### src/rtl/fetch.sv
// Instruction-fetch stage: owns the PC, drives the instruction-memory address and
// loads the IF/ID register; a misaligned redirect target halts fetch in FAULT.
module fetch #(
    parameter logic [31:0] RESET_PC = 32'h0000_0000,
    parameter logic [31:0] NOP      = 32'h0000_0000
) (
    input  logic        clk,
    input  logic        rst,
    input  logic        stall,
    input  logic        flush,
    input  logic        redirect,
    input  logic [31:0] redirect_pc,
    output logic [31:0] imem_addr,
    input  logic [31:0] imem_data,
    output logic [31:0] pc_if_id,
    output logic [31:0] ir_if_id,
    output logic        valid_if_id,
    output logic        fault,
    output logic [31:0] fault_pc
);

    // state | meaning
    // RUN   | normal fetch, honours redirect/stall/flush
    // FAULT | misaligned redirect trapped; PC frozen, bubbles only
    typedef enum logic {RUN, FAULT} state_t;

    state_t      state_q, state_d;
    logic [31:0] pc_q, pc_d;
    logic [31:0] pc_if_id_q, pc_if_id_d;
    logic [31:0] ir_if_id_q, ir_if_id_d;
    logic        valid_q, valid_d;
    logic        fault_q, fault_d;
    logic [31:0] fault_pc_q, fault_pc_d;
    logic [31:0] pc_plus4;
    logic        misaligned;

    assign pc_plus4   = pc_q + 32'd4;
    assign misaligned = redirect && (redirect_pc[1:0] != 2'b00);

    always_ff @(posedge clk) begin
        if (rst) begin
            state_q    <= RUN;
            pc_q       <= RESET_PC;
            pc_if_id_q <= 32'd0;
            ir_if_id_q <= NOP;
            valid_q    <= 1'b0;
            fault_q    <= 1'b0;
            fault_pc_q <= 32'd0;
        end else begin
            state_q    <= state_d;
            pc_q       <= pc_d;
            pc_if_id_q <= pc_if_id_d;
            ir_if_id_q <= ir_if_id_d;
            valid_q    <= valid_d;
            fault_q    <= fault_d;
            fault_pc_q <= fault_pc_d;
        end
    end

    always_comb begin
        state_d    = state_q;
        pc_d       = pc_q;
        pc_if_id_d = pc_if_id_q;
        ir_if_id_d = ir_if_id_q;
        valid_d    = valid_q;
        fault_d    = fault_q;
        fault_pc_d = fault_pc_q;
        case (state_q)
            RUN: begin
                if (redirect) begin
                    if (misaligned) begin
                        state_d    = FAULT;
                        fault_d    = 1'b1;
                        fault_pc_d = redirect_pc;
                    end else begin
                        pc_d = redirect_pc;
                    end
                end else if (!stall) begin
                    pc_d = pc_plus4;
                end
                // The trapping redirect also bubbles IF/ID, ahead of flush/stall.
                if (misaligned || flush) begin
                    ir_if_id_d = NOP;
                    pc_if_id_d = 32'd0;
                    valid_d    = 1'b0;
                end else if (!stall) begin
                    ir_if_id_d = imem_data;
                    pc_if_id_d = pc_plus4;
                    valid_d    = 1'b1;
                end
            end
            FAULT: begin
                ir_if_id_d = NOP;
                pc_if_id_d = 32'd0;
                valid_d    = 1'b0;
            end
            default: state_d = RUN;
        endcase
    end

    assign imem_addr   = pc_q;
    assign pc_if_id    = pc_if_id_q;
    assign ir_if_id    = ir_if_id_q;
    assign valid_if_id = valid_q;
    assign fault       = fault_q;
    assign fault_pc    = fault_pc_q;

endmodule
### config.mk
export PLATFORM = sky130hd
export DESIGN_NAME = fetch
export DESIGN_NICKNAME = d
export VERILOG_FILES = /design/src/rtl/fetch.sv
export SDC_FILE = /design/constraint.sdc
export NUM_CORES = 1
export LEC_CHECK = 0
export BUFFER_PORTS_ARGS = -buffer_cell sky130_fd_sc_hd__buf_2
export CORE_ASPECT_RATIO = 1.4
export CORE_MARGIN = 8
export CORE_UTILIZATION = 47
export CTS_BUF_LIST = sky130_fd_sc_hd__clkbuf_8
export DETAILED_ROUTE_END_ITERATION = 7
export PLACE_DENSITY = 0.81
export SYNTH_ARGS = -nofsm -noshare
export SYNTH_HDL_FRONTEND = slang
export SYNTH_SLANG_ARGS = --single-unit
### constraint.sdc
create_clock -name clk -period 2.1 [get_ports clk]
set_input_delay 0.105 -clock clk [delete_from_list [all_inputs] [get_ports clk]]
set_output_delay 0.105 -clock clk [all_outputs]
set_load 0.01 [all_outputs]
==> summary.txt <==
Synthesis
  – Async set or reset register ratio after synthesis: 0
  – Most common cell in the synthesized netlist: dfxtp_1
  – Syn_area_per_cell: around 8.3 um^2
  – Post-Syn Area: 5940 um^2
  – Synthesis warning total: 0
  – Post-synth top area cell: dfxtp_1
  – Flops & latches, synth: 131
  – Syn Nets: 786
  – EDFF count, synth: 0
  – Synth top area cells: dfxtp_1 44%, mux2i_1 8.4%, nand2_1 6.9%, a21oi_1 6.1%, nor2_1 5.2%
  – Yosys cell types: 55
  – Mapped Cells: 716
  – Synth top cells by count: 131 x dfxtp_1, 109 x nand2_1, 83 x nor2_1
  – Area share of the largest cell type after synthesis: 0.442
  – Ys flop type: dfxtp_1
  – Post-synthesis sequential area ratio: 0.442

Setup path
  – Critical-path top delay cell: or4_4
  – Delay of the slowest critical-path stage: 0.69 ns
  – Top Family by Delay on Critical Path: simple AND/OR/NAND/NOR gates
  – Crit path cell chain: nand4_1 -> or4_4 -> nor4_4 -> mux2i_1 -> a31oi_1
  – CP Data Required Time: 2.41 ns
  – CP Data Arrival Time: 2.36 ns
  – CP startpoint kind: register
  – Crit-path max FO: 7
  – Crit path kind: register to register
  – Buffers plus inverters on the worst setup path: 0
  – Worst setup EP type: register

Clock network
  – Root Buffer: clkbuf_8
  – H-tree levels: 4
  – CTS Sinks: 131
  – Clock transition at path regs: 0.08 ns
  – Clk_lat worst skew: 0.43 ns
  – Total CTS buffers: 17
  – Clock Path Buffers: 2
  – CTS tree: done

Floorplan
  – Die Y: 149 um
  – Row cnt: 48
  – Num ports: just under 200
  – Initial cell density of the core: 0.482
  – Die area: 16,500 um^2
  – Horiz. Die Dim: 111 um
  – Core area: 12,300 um^2

Power and ir drop
  – Pleak: 3.76 nW
  – VDD IR max: roughly 470 uV
  – Pwr per Cell Area: 649 nW/um^2

STA
  – Final Max Tran Viols: 0
  – Worst setup margin: 0.0521 ns
  – Period utilization: 0.975
  – Max-slew headroom: 0.274
  – Fin. Hold Viols: 0
  – # setup viols final: 0
  – Tmin final: approximately 2.0 ns
  – RSZ-0062 raised after global routing: false
  – Worst slew pin tran: 1.09 ns
  – Fmax: 0.488 GHz
  – Clock Skew: 0.0124 ns
  – Setup TNS: 0 ns

Route
  – Routed length per instance: 16.9 um
  – Via density: ~5.3
  – Drt pass-1 iters: 5
  – Antenna-violating nets left: 0
  – Vias: 6,091
  – Initial DRC count: 492
  – WL final: 19,300 um
  – Post-route DRC: 0

Job
  – MaxCap Viol Count: 0

GRT
  – Met1 GRT Util: 0.255
  – Total GRT Usage: 0.225
  – First-pass GRT wire length: 30,600 um
  – Vias in the first global route: 5,894
  – Pin count of the biggest net entering global routing: 85
  – Gr busiest metal: met2
  – Global-route met2 utilization: 0.390
  – Antenna violations before repair: 0
  – Met3 usage: 0.0660
  – Overflow left after global routing: 0

Finish
  – Nets: approximately 1,000
  – Non-Filler Instances: 1,139
  – FF/Latch Area: 2630 um^2
  – Area of the multi-input gates: 3020 um^2
  – Final Util: 0.669
  – ANT cells: 0
  – # fillers: about 990
  – Area growth syn-to-layout: 38.8%
  – Layout cells sized above 1: 0.296

Outcome
  – Status: complete, no violations

Hold path
  – HP Class: primary input to register

Placed design
  – GPL Wtd Cong: 0.871
  – Post-DP HPWL: 13,200 um
  – Post-Place Worst Slack: 0.0607 ns
  – IO Port Bufs: 198
  – Placed insts: 1,042
## placed cells by master (no fill, tap or decap), types with 3 or more instances in the layout
| master | synthesis | routed |
|---|---|---|
| inv_1 | 18 | 20 |
| a22oi_1 | 6 | 6 |
| nand3_1 | 14 | 14 |
| o31ai_1 | 6 | 6 |
| o41ai_1 | 4 | 4 |
| xor2_1 | 13 | 13 |
| a21oi_1 | 72 | 72 |
| clkbuf_8 | 0 | 18 |
| a31oi_1 | 12 | 12 |
| nand2_1 | 109 | 108 |
| buf_4 | 1 | 38 |
| mux2i_1 | 50 | 50 |
| nor4_4 | 5 | 5 |
| nor2_1 | 83 | 83 |
| o21ai_0 | 21 | 21 |
| dfxtp_2 | 0 | 3 |
| dfxtp_1 | 131 | 128 |
| or2_2 | 4 | 4 |
| buf_12 | 0 | 3 |
| o21a_1 | 14 | 14 |
| or3_1 | 5 | 4 |
| nor2b_1 | 6 | 5 |
| buf_2 | 6 | 197 |
| nand4_1 | 13 | 13 |
| a21o_1 | 4 | 4 |
| nor4_1 | 7 | 7 |
| xnor2_1 | 14 | 14 |
| dlygate4sd3_1 | 0 | 66 |
| clkinv_2 | 0 | 7 |
| nor3_1 | 8 | 7 |
| nand2b_1 | 3 | 3 |
## final timing paths
kind                                                   end                      start  slack (ns)  depth (start not counted)
worst max-delay path            imem_addr[25]$_SDFFE_PP0P_  imem_addr[9]$_SDFFE_PP0P_        0.05                          5
worst min-delay path            imem_addr[20]$_SDFFE_PP0P_                      stall        0.20                          5
worst max register to register  imem_addr[25]$_SDFFE_PP0P_  imem_addr[9]$_SDFFE_PP0P_        0.05                          5
worst min register to register    valid_if_id$_SDFFE_PP0P_   valid_if_id$_SDFFE_PP0P_        0.45                          2
## registers in the layout, indices dropped and copies added (netlist names)
name,cells
fault,1
imem_addr,32
fault_pc,32
state_q,1
valid_if_id,1
pc_if_id,32
ir_if_id,32
## cell type report
cell class / count / share of cell area
multi-input combinational: 505 / 0.367
clock buffer: 18 / 0.0301
tap: 150 / 0.0228
inverter: 18 / 0.00820
sequential: 131 / 0.319
timing repair buffer: 304 / 0.242
clock inverter: 13 / 0.0117
## worst reg2reg max path, cell delays in order (launching register included)
cell and delay [ns]:
dfxtp_1 0.33, nand4_1 0.21, or4_4 0.69, nor4_4 0.31, mux2i_1 0.28, a31oi_1 0.11
## layer usage
layer | routed length, um | share of wire | vias up
met1 | 7760 | 0.40 | 2771
met3 | 1580 | 0.082 | 42
met5 | 0 | 0 | -
met4 | 447 | 0.023 | 0
li1 | - | - | 2972
met2 | 9470 | 0.49 | 306
## logic make-up after synthesis
| family | Yosys count | share of synthesized area |
|---|---|---|
| compound gates | 153 | 0.155 |
| xor+xnor | 27 | 0.0398 |
| simple gates | 274 | 0.224 |
| mux | 50 | 0.0843 |
| buf+inv | 80 | 0.0537 |
| fa+ha+maj | 1 | 0.00211 |
| flops | 131 | 0.442 |
## power breakdown
| part | switching (mW) | total [mW] | internal (mW) |
|---|---|---|---|
| logic | 0.437 | 0.813 | 0.376 |
| registers | 0.0752 | 2.65 | 2.57 |
| clock network | 0.948 | 1.88 | 0.935 |
## repair_timing
item                       in CTS  in global routing
setup endpoints to repair       0                  5
hold endpoints to repair       75                  0
resized for setup               0                  3
buffers inserted                0                  0
hold buffers                   66                  0
## metrics by stage
stage          power (mW)  instance area, um^2  hold slack (ns)
2_1_floorplan        3.10                 5950            0.241
3_3_place_gp         3.39                 7220            0.335
3_5_place_dp         3.41                 7220            0.343
4_1_cts              5.39                 8230            0.155
5_1_grt              5.59                 8240            0.200
6_report             5.35                 8240            0.195
(Power assumes the default switching activity.)
